**config.mk**
```make
export PLATFORM = sky130hd
export DESIGN_NAME = count_sequencer_ctrl
export DESIGN_NICKNAME = d
export VERILOG_FILES = /design/src/rtl/count_sequencer_ctrl.sv
export SDC_FILE = /design/constraint.sdc
export NUM_CORES = 1
export LEC_CHECK = 0
export ABC_CLOCK_PERIOD_IN_PS = 2400
export CAP_MARGIN = 30
export CORE_MARGIN = 2
export CORE_UTILIZATION = 50
export CTS_BUF_LIST = sky130_fd_sc_hd__clkbuf_2 sky130_fd_sc_hd__clkbuf_4 sky130_fd_sc_hd__clkbuf_8
export DETAILED_ROUTE_END_ITERATION = 6
export GPL_TIMING_DRIVEN = 0
export PLACE_DENSITY = 0.87
export SLEW_MARGIN = 40
export SYNTH_ARGS = -nofsm -noshare
export SYNTH_HDL_FRONTEND = slang
export SYNTH_SLANG_ARGS = --single-unit
```
**constraint.sdc**
```tcl
create_clock -name clk -period 2.4 [get_ports clk]
set_clock_uncertainty 0.1 [all_clocks]
set_input_delay 0.72 -clock clk [delete_from_list [all_inputs] [get_ports clk]]
set_output_delay 0.72 -clock clk [all_outputs]
set_load 0.005 [all_outputs]
```
**src/rtl/count_sequencer_ctrl.sv**
```systemverilog
// Run controller for a WIDTH-bit counter datapath.
// Sequences clear, zero check, count-to-target and done, with watchdog.
module count_sequencer_ctrl #(
    parameter int WIDTH   = 4,
    parameter int TIMEOUT = 64
) (
    input  logic             clk,
    input  logic             reset,
    input  logic             start,
    input  logic             stop,
    input  logic             auto_reload,
    input  logic [WIDTH-1:0] target,
    input  logic [WIDTH-1:0] cnt_q,
    output logic             cnt_clr,
    output logic             cnt_en,
    output logic             ready,
    output logic             busy,
    output logic             done,
    output logic             timeout_err,
    output logic [7:0]       run_cnt
);

    localparam int WDW = $clog2(TIMEOUT + 1);

    typedef enum logic [2:0] {
        IDLE,
        CLEAR,
        WAIT_CLR,
        RUN,
        DONE,
        ERR
    } state_t;

    state_t           state, state_nx;
    logic [WIDTH-1:0] target_r, target_nx;
    logic [WIDTH-1:0] prev_q;
    logic [WDW-1:0]   wd, wd_nx, wd_inc;
    logic             wd_hit;
    logic [7:0]       run_cnt_nx;

    assign wd_inc = wd + WDW'(1);
    assign wd_hit = (wd_inc == WDW'(TIMEOUT));

    always_ff @(posedge clk or negedge reset) begin
        if (!reset) begin
            state    <= IDLE;
            target_r <= '0;
            prev_q   <= '0;
            wd       <= '0;
            run_cnt  <= '0;
        end else begin
            state    <= state_nx;
            target_r <= target_nx;
            prev_q   <= cnt_q;
            wd       <= wd_nx;
            run_cnt  <= run_cnt_nx;
        end
    end

    always_comb begin
        state_nx   = state;
        target_nx  = target_r;
        wd_nx      = wd;
        run_cnt_nx = run_cnt;
        unique case (state)
            IDLE, ERR: begin
                if (start) begin
                    state_nx   = CLEAR;
                    target_nx  = target;
                    run_cnt_nx = '0;
                    wd_nx      = '0;
                end
            end
            CLEAR: begin
                state_nx = WAIT_CLR;
                wd_nx    = '0;
            end
            WAIT_CLR: begin
                if (cnt_q == '0) begin
                    state_nx = RUN;
                    wd_nx    = '0;
                end else begin
                    wd_nx = wd_inc;
                    if (wd_hit) state_nx = ERR;
                end
            end
            RUN: begin
                if (cnt_q == target_r) begin
                    state_nx = DONE;
                end else if (cnt_q != prev_q) begin
                    wd_nx = '0;
                end else begin
                    wd_nx = wd_inc;
                    if (wd_hit) state_nx = ERR;
                end
            end
            DONE: begin
                if (run_cnt != 8'hFF) run_cnt_nx = run_cnt + 8'd1;
                state_nx = auto_reload ? CLEAR : IDLE;
            end
            default: state_nx = IDLE;
        endcase
        // Abort wins over every other transition but keeps the DONE count
        if (stop && (state inside {CLEAR, WAIT_CLR, RUN, DONE}))
            state_nx = IDLE;
    end

    assign cnt_clr     = (state == CLEAR);
    assign cnt_en      = (state == RUN) && (cnt_q != target_r);
    assign ready       = (state == IDLE) || (state == ERR);
    assign busy        = !ready;
    assign done        = (state == DONE);
    assign timeout_err = (state == ERR);

endmodule
```
==> impl_results.md, run 1 <==
* RePlAce Congestion at between 0.8 and 0.9
* Crit-path slowest cell: a211o_1
* Share of the synthesized area in the top cell type at 42.4%
* Initial antenna violation count at 0
* P&R area growth vs syn at 44.7%
* Syn_area_per_cell at 9.84 um^2
* Most frequent CP cell: buf_4
* Sink Count at 26
* Most frequent cells in the layout: 29 x buf_4, 25 x dfrtp_1, 15 x clkdlybuf4s50_1
* Post-Syn Instances at around 160
* Worst setup SP type: primary input
* Worst rel slew slack at about 61%
* CTS tree: built
* Buf/Inv on CP at 10
* Largest net degree at the start of global routing at 27
* Worst-Margin Slew at 584 ps
* Register area share after synthesis at 42.4%
* Crit Path Category: in2reg
* Top post-synthesis cells by area: dfrtp_1 42%, xnor2_1 5.1%, nand2_1 3.7%
* Area leader, netlist: dfrtp_1
* Initial drt markers at 73
* Grt total ovfl at 0
* Inserted Clock Buffers at 3
* Post-Place Setup Slack at -708 ps
* Total of max-cap violations at 0
* Final worst slack at around 24 ps
* Diode count at 0
* Flops & latches, synth at 26
* Fill count at 191
* Max-slew violation count at 0
* CP required at 2520 ps
* RSZ-0062 raised after global routing: true
* Post-Route WL at ~4100 um
* Clock Path Buffers at 2
* Die area at 3530 um^2
* P per Cell Area at ~770 nW/um^2
* Die height at 59.4 um
* Max frequency at approximately 420 MHz
* Worst Hold Class: in2async
* Crit-path max FO at 4
* Vias in the first global route at 1,389
* Total GRT Usage at 24.8%
* YS warnings at 0
* Placeable Area at 2980 um^2
* Fraction of registers with async set/reset at 100%
* Cell Area, Synth at ~1500 um^2
* Cell variety after synth at 50
* Net count after synthesis at around 170
* Detailed-route DRC error count at 0
* Top Ports at 27
* Fin crit period at 2380 ps
* First-pass GRT wire length at 6510 um
* Crit path max-delay family: buffers and inverters
* Starting Density at 51.6%
* Port Buffers at 26
* First drt pass iteration count at 4
* Cts hold-fix bufs at 0
* EDFF count, synth at 0
* Worst VDD drop at 0.415 mV
* Critical Path AT at 2500 ps
* Vias per cell at 5.67
* Detailed Place HPWL at 2560 um
* Crit-path cells: buf_6 -> xnor2_2 -> nand4_1 -> nand2_4 -> buf_6 -> buf_4 -> buf_4 -> buf_4 -> buf_4 -> buf_4 -> buf_4 -> buf_6 -> buf_6 -> nor2_4 -> a211o_1
* Worst setup EP type: flop
* Most common cell after layout, fill and taps aside: buf_4
* Outcome: finished clean
* Fin crit share at a little over nine tenths
* CP peak stage delay at 300 ps
* Die X-Extent at 59.4 um
* Most used DFF post-synth: dfrtp_1
* Via count at 1,430
* Final #Nets at 235
* Finished Layout Cells at about 250
* Layout cell share with drive strength beyond 1 at a little over a third
* Clk pin slew, worst setup/hold paths at 140 ps
* Pleak at 0.997 nW
* # rows at 20
* Routed Antenna Nets at 0
* DR WL/cell at around 16 um
* Fin. Hold Viols at 0
* Cell count after placement at 215
* Skew-Pair Late Insertion Delay at 320 ps
* # setup viols final at 0
* H-tree depth at 1
* CTS Root Buffer Type: clkbuf_4
flip-flops by register name, indices dropped and copies added, names as in the netlist:
register and flops:
state 3, run_cnt 8, prev_q 4, wd 7, target_r 4
per-stage QoR:
stage / utilization, % / hold WS (ps) / setup TNS, ps / power, mW / instance area [um^2]
floorplan: - / 324 / 0 / 0.924 / 1540
global placement: 61.7 / 416 / -3820 / 1.09 / 1840
detailed placement: 61.5 / 419 / -4390 / 1.11 / 1830
CTS: 71.6 / 289 / -19.4 / 1.58 / 2130
global route: 74.6 / 297 / -7.75 / 1.80 / 2220
finish: 74.6 / 271 / 0 / 1.70 / 2220
Yosys cell counts, types with 2 or more instances:
library cell and number:
nand2_1 15, and2_1 2, xnor2_1 9, nand2b_1 3, nor2_1 13, o31ai_1 4
mux2_2 4, o21ai_0 4, o211ai_1 4, and3_1 3, buf_2 2, ha_1 2
nand3_1 4, nand4_1 7, nor2b_1 2, a21oi_1 3, or3_1 2, dfrtp_1 26
inv_1 8, a211oi_1 2, o22ai_1 2, xor2_1 6, a2111oi_0 2
worst paths after layout:
path | cells past startpoint | startpoint | slack, ps | end
min | 1 | reset | 270 | run_cnt[0]
max reg2reg | 12 | state[2] | 50 | target_r[1]
min reg2reg | 1 | target_r[2] | 490 | target_r[2]
max in group asynchronous | 1 | reset | 1500 | state[0]
min in group clk | 1 | cnt_q[1] | 410 | prev_q[1]
max | 15 | cnt_q[0] | 20 | state[1]
worst register-to-register path, stage by stage, from the launching register on:
cell     delay (ps)
dfrtp_1         420
buf_6           120
nor2b_4         110
or3_4           390
inv_4            70
buf_6            80
buf_4            90
buf_4            90
buf_4            90
buf_4            90
and2_4          170
buf_12          120
mux2_4          300
metal layers:
layer	vias to the layer above	global-route usage, %	share of wire (%)
met2	38	42.9	52
li1	689	-	-
met1	695	30.9	43
met4	0	10.7	1.9
met5	-	0	0
met3	8	3.28	3.2
logic make-up after synthesis:
logic type	Yosys count	share of synthesized area (%)
AOI/OAI and AO/OA	33	16.5
xor gates and xnor gates	15	8.56
adders and majority gates	2	1.63
buffers and inverters	14	5.38
DFF	26	42.4
muxes	6	4.56
and+or+nand+nor	60	21.0
power by group:
group / total (mW) / internal, mW / switching [mW]
clock network: 0.221 / 0.0928 / 0.128
registers: 0.571 / 0.503 / 0.0677
logic: 0.909 / 0.534 / 0.375
timing repair:
item / CTS / global route
setup buffers: 28 / 7
pin swaps: 10 / 7
endpoints found under the setup margin: 14 / 15
gates resized for setup: 54 / 18
cell type report:
type	count	area, um^2	share of cell area (%)
buffer	5	55.1	2.48
multi-input combinational	116	883	39.8
timing repair buffer	59	517	23.3
sequential	26	652	29.4
clock buffer	4	36.3	1.63
inverter	9	36.3	1.63
tap	33	41.3	1.86
(Power assumes the default switching activity.)
==> inputs of run 2 (changes only) <==
CAP_MARGIN = unset   (was 30)
CORE_UTILIZATION = 30   (was 50)
PLACE_DENSITY = 0.61   (was 0.87)
==> run 2 against run 1 <==
- design area decreased by 8.7%
- fmax is 2.5% higher
- global-route usage fell by 12 points
- via count is 11% lower
- sequential power down 2%
- die area grew 62%
- combinational power shrank 32%
- clock power up 65%
- critical path depth down 11
- clock-buffer cell count fell by 1
- critical path type is now reg2out
- largest cell class unchanged
- highest routed layer unchanged
==> impl_results.md, run 2 (synthesized netlist as in run 1, its figures left out) <==
* Outcome: finished clean
* Largest reg by FF count: run_cnt
* Total of max-cap violations at 0
* Layout cell share with drive strength beyond 1 at 24.5%
* Worst hold slack at 334 ps
* Critical Path AT at 1500 ps
* Via count at between 1,000 and 1,500
* Max reg flops at 8
* Final setup TNS at 0 ps
* CP peak stage delay at 410 ps
* Fin crit share at 96.6%
* RSZ-0062 raised after global routing: false
* Crit-path slowest cell: dfrtp_1
* Port Buffers at 26
* Biggest regs: run_cnt (8), wd (7)
* H-tree depth at 1
* Sink Count at 26
* Die X-Extent at 75.5 um
* Worst-Margin Slew at 583 ps
* Placeable Area at approximately 5000 um^2
* # setup viols final at 0
* Most common cell after layout, fill and taps aside: dfrtp_1
* Final #Nets at about 210
* Crit-path cells: buf_6 -> or3b_4 -> inv_1 -> dlygate4sd2_1
* Worst VDD drop at around 0.30 mV
* Die area at 5710 um^2
* CTS tree: built
* Die height at 75.5 um
* Worst setup EP type: output pin
* CTS Root Buffer Type: clkbuf_8
* P&R area growth vs syn at 32.1%
* RePlAce Congestion at 0.778
* Crit Path Category: reg2out
* Worst setup SP type: flop
* Routed Antenna Nets at 0
* Inserted Clock Buffers at 3
* Largest net degree at the start of global routing at 27
* Diode count at 0
* Initial drt markers at 83
* Initial antenna violation count at 0
* Max-slew violation count at 0
* Design Power at between 1.5 and 2 mW
* Top Ports at 27
* Worst Hold Class: in2async
* Grt total ovfl at 0
* P per Cell Area at ~760 nW/um^2
* First drt pass iteration count at 4
* First-pass GRT wire length at 5470 um
* Skew-Pair Late Insertion Delay at 270 ps
* Worst rel slew slack at about three fifths
* Fin. Hold Viols at 0
* Most frequent cells in the layout: 26 x dfrtp_1, 15 x clkdlybuf4s50_1, 14 x nand2_1
* Vias per cell at 4.80
* Max frequency at 431 MHz
* CP required at 1580 ps
* Detailed Place HPWL at 2310 um
* Fin crit period at 2320 ps
* Clk pin slew, worst setup/hold paths at 90 ps
* Detailed-route DRC error count at 0
* Total GRT Usage at between 10% and 20%
* # rows at 26
* Vias in the first global route at 1,159
* Clock Path Buffers at 2
* Crit-path max FO at 10
* Post-Route WL at 3190 um
* Pleak at between 0.8 and 0.9 nW
* Starting Density at 30.6%
* DR WL/cell at 12.0 um
[run 2: cell types whose count changed in the layout (fill, tap and decap cells not counted), moves of 2 or more]
| cell | change |
|---|---|
| buf_4 | -17 |
| buf_6 | -11 |
| clkbuf_2 | +2 |
| clkbuf_4 | -2 |
| clkbuf_8 | +2 |
| mux2_2 | +2 |
| mux2_4 | -2 |
| nor2_1 | +2 |
| nor2b_4 | -2 |
[run 2: final cells by class]
| type | instances | area [um^2] |
|---|---|---|
| buffer | 5 | 55.1 |
| clock buffer | 3 | 41.3 |
| clock inverter | 1 | 30.0 |
| fill | 517 | 2980 |
| inverter | 9 | 33.8 |
| multi-input combinational | 116 | 833 |
| sequential | 26 | 651 |
| tap | 70 | 87.6 |
| timing repair buffer | 36 | 297 |
[run 2: per-stage QoR]
stage	instances	area (um^2)	setup slack (ps)	utilization, %
after detailed placement	252	1880	-744	37.5
after CTS	261	1980	-15.4	39.5
after floorplan	156	1540	377	-
after global placement	252	1880	-754	37.6
final	266	2030	81.5	40.5
after global routing	266	2030	22.3	40.5
[run 2: worst max-delay path: cells and delay by family (launching register included)]
kind          cells  cell delay (ps)
buf+inv           3              420
simple gates      1              390
flops             1              410
[run 2: worst paths after layout]
| check | to | start | slack, ps | cells after the start |
|---|---|---|---|---|
| max | done | state[1] | 80 | 4 |
| min | wd[5] | reset | 330 | 1 |
| max reg2reg | state[1] | wd[0] | 430 | 6 |
| min reg2reg | target_r[3] | target_r[3] | 450 | 1 |
| max in group asynchronous | run_cnt[4] | reset | 1480 | 1 |
| min in group clk | target_r[3] | target_r[3] | 450 | 1 |
[run 2: routing by layer]
| layer | part of all wire [%] | global-route usage, % |
|---|---|---|
| met5 | 0 | 0 |
| met4 | 1.7 | 4.68 |
| met3 | 2.8 | 1.19 |
| met2 | 46 | 19.8 |
| met1 | 50 | 17.9 |
[run 2: power by group]
group / total (mW) / leakage [nW] / switching, mW / internal (mW)
registers: 0.561 / 0.342 / 0.0590 / 0.502
logic: 0.616 / 0.494 / 0.284 / 0.333
clock network: 0.365 / 0.0357 / 0.142 / 0.223
[run 2: repair_timing]
action                                  in CTS  in global routing
pin swaps                                    6                  3
endpoints found under the setup margin      14                  6
cloned                                       0                  0
gates resized for setup                     30                  9
setup buffers                                6                  5
hold buffers                                 0                  0
==> inputs of run 3 (changes only) <==
CORE_UTILIZATION = 54   (was 30)
PLACE_DENSITY = 0.92   (was 0.61)
==> run 3 against run 2 <==
- clock power shrank 38%
- flip-flop and latch count stayed put
- register-to-register slack got worse by 170 ps
- non-clock buffer count is 1 higher
- clock-buffer cell count grew 1
- critical path depth is 2 higher
- power fell by 6.2%
- worst setup slack lost 25 ps
- combinational power rose by 6.5%
- sequential power about the same
- design area shrank 3.3%
- fmax decreased by 1.1%
==> impl_results.md, run 3 (synthesized netlist as in run 1, its figures left out) <==
* Outcome: finished clean
* Initial antenna violation count at 0
* Max-slew violation count at 0
* Cts hold-fix bufs at 0
* # setup viols final at 0
* Multi-input gate area at 848 um^2
* Via count at around 1,300
* Post-Route WL at about 3700 um
* Placeable Area at around 2700 um^2
* Inserted Clock Buffers at 3
* Crit-path max FO at 8
* Worst rel slew slack at between 60% and 70%
* Vias in the first global route at 1,393
* Layout cell share with drive strength beyond 1 at 25.9%
* Reg area at 651 um^2
* Detailed Place HPWL at between 2000 and 2500 um
* CTS Root Buffer Type: clkbuf_4
* First-pass GRT wire length at 6310 um
* Fin. Hold Viols at 0
* Routed Antenna Nets at 0
* Die height at 57.3 um
* H-tree depth at 1
* P per Cell Area at ~740 nW/um^2
* P&R area growth vs syn at 27.7%
* Fill count at 219
* Post-DP Area at roughly 1800 um^2
* Max frequency at approximately 430 MHz
* Critical Path AT at 2490 ps
* Worst setup EP type: flop
* Worst Hold Class: in2async
* CTS tree: built
* Final #Nets at 213
* Top Ports at 27
* Skew-Pair Late Insertion Delay at 330 ps
* Worst setup SP type: primary input
* Total of max-cap violations at 0
* Biggest regs: run_cnt (8), wd (7)
* DR WL/cell at 16.3 um
* Post-layout util at 71.7%
* Fin crit period at 2340 ps
* Max reg flops at 8
* Vias per cell at just under 6
* Final instance area at 1960 um^2
* Largest reg by FF count: run_cnt
* Largest net degree at the start of global routing at 27
* Total GRT Usage at about 25%
* First drt pass iteration count at 4
* Sink Count at 26
* Pleak at 0.858 nW
* Clock Path Buffers at 2
* Die area at 3290 um^2
* Most frequent cells in the layout: 26 x dfrtp_1, 15 x clkdlybuf4s50_1, 14 x nand2_1
* Worst VDD drop at 0.543 mV
* Starting Density at between 50% and 60%
* Final setup TNS at 0 ps
* Die X-Extent at roughly 57 um
* CP required at 2550 ps
* Detailed-route DRC error count at 0
* Initial drt markers at 78
* Port Buffers at 26
* Worst-Margin Slew at approximately 570 ps
* Most common cell after layout, fill and taps aside: dfrtp_1
* RePlAce Congestion at about 0.9
* Crit Path Category: in2reg
* Clk pin slew, worst setup/hold paths at 140 ps
* Diode count at 0
* Design Power at about 1.4 mW
* Fin crit share at 97.6%
* # rows at 19
* Grt total ovfl at 0
run 3: per-layer routing:
metal	GRT usage, %	part of all wire [%]	up-vias
met4	7.64	1.1	0
met2	40.7	51	54
li1	-	-	640
met1	34.1	43	647
met5	0	0	-
met3	2.72	4.5	6
run 3: timing repair:
| item | 4_1_cts | 5_1_grt |
|---|---|---|
| gates resized for setup | 28 | 13 |
| endpoints found under the hold margin | 0 | 0 |
| pin swaps | 7 | 2 |
| endpoints found under the setup margin | 13 | 11 |
| gates cloned | 0 | 0 |
| setup buffers | 7 | 4 |
run 3: path summary, 6_finish.rpt:
| kind | from | end | slack (ps) | cells past startpoint |
|---|---|---|---|---|
| max | start | wd[4] | 60 | 6 |
| max reg2reg | state[2] | wd[4] | 260 | 8 |
| min | reset | run_cnt[2] | 260 | 1 |
| max in group asynchronous | reset | state[1] | 1570 | 1 |
| min reg2reg | target_r[3] | target_r[3] | 460 | 1 |
| min in group clk | cnt_q[3] | prev_q[3] | 450 | 1 |
run 3: power by group:
group	switching, mW	internal [mW]
logic	0.316	0.340
clock network	0.135	0.0930
registers	0.0607	0.502
total	0.512	0.935
run 3: final cells by class:
type / instances / share of cell area (%)
flip-flops and latches: 26 / 33.2
inverters: 9 / 1.72
plain buffers: 5 / 2.68
well taps: 31 / 1.98
multi-input cells: 116 / 43.3
repair buffers: 37 / 15.3
clock buffers: 4 / 1.85
run 3: stage by stage:
stage	setup WS [ps]	instances	hold slack, ps
2_1_floorplan	377	156	324
3_3_place_gp	-665	213	412
3_5_place_dp	-689	213	431
4_1_cts	3.32	224	274
5_1_grt	-18.6	228	284
6_report	56.9	228	258
run 3: critical path: stages:
cell	delay, ps
clkdlybuf4s50_1	610
a21boi_0	160
a211oi_2	280
o21ai_2	170
nand2b_2	280
o31ai_1	270
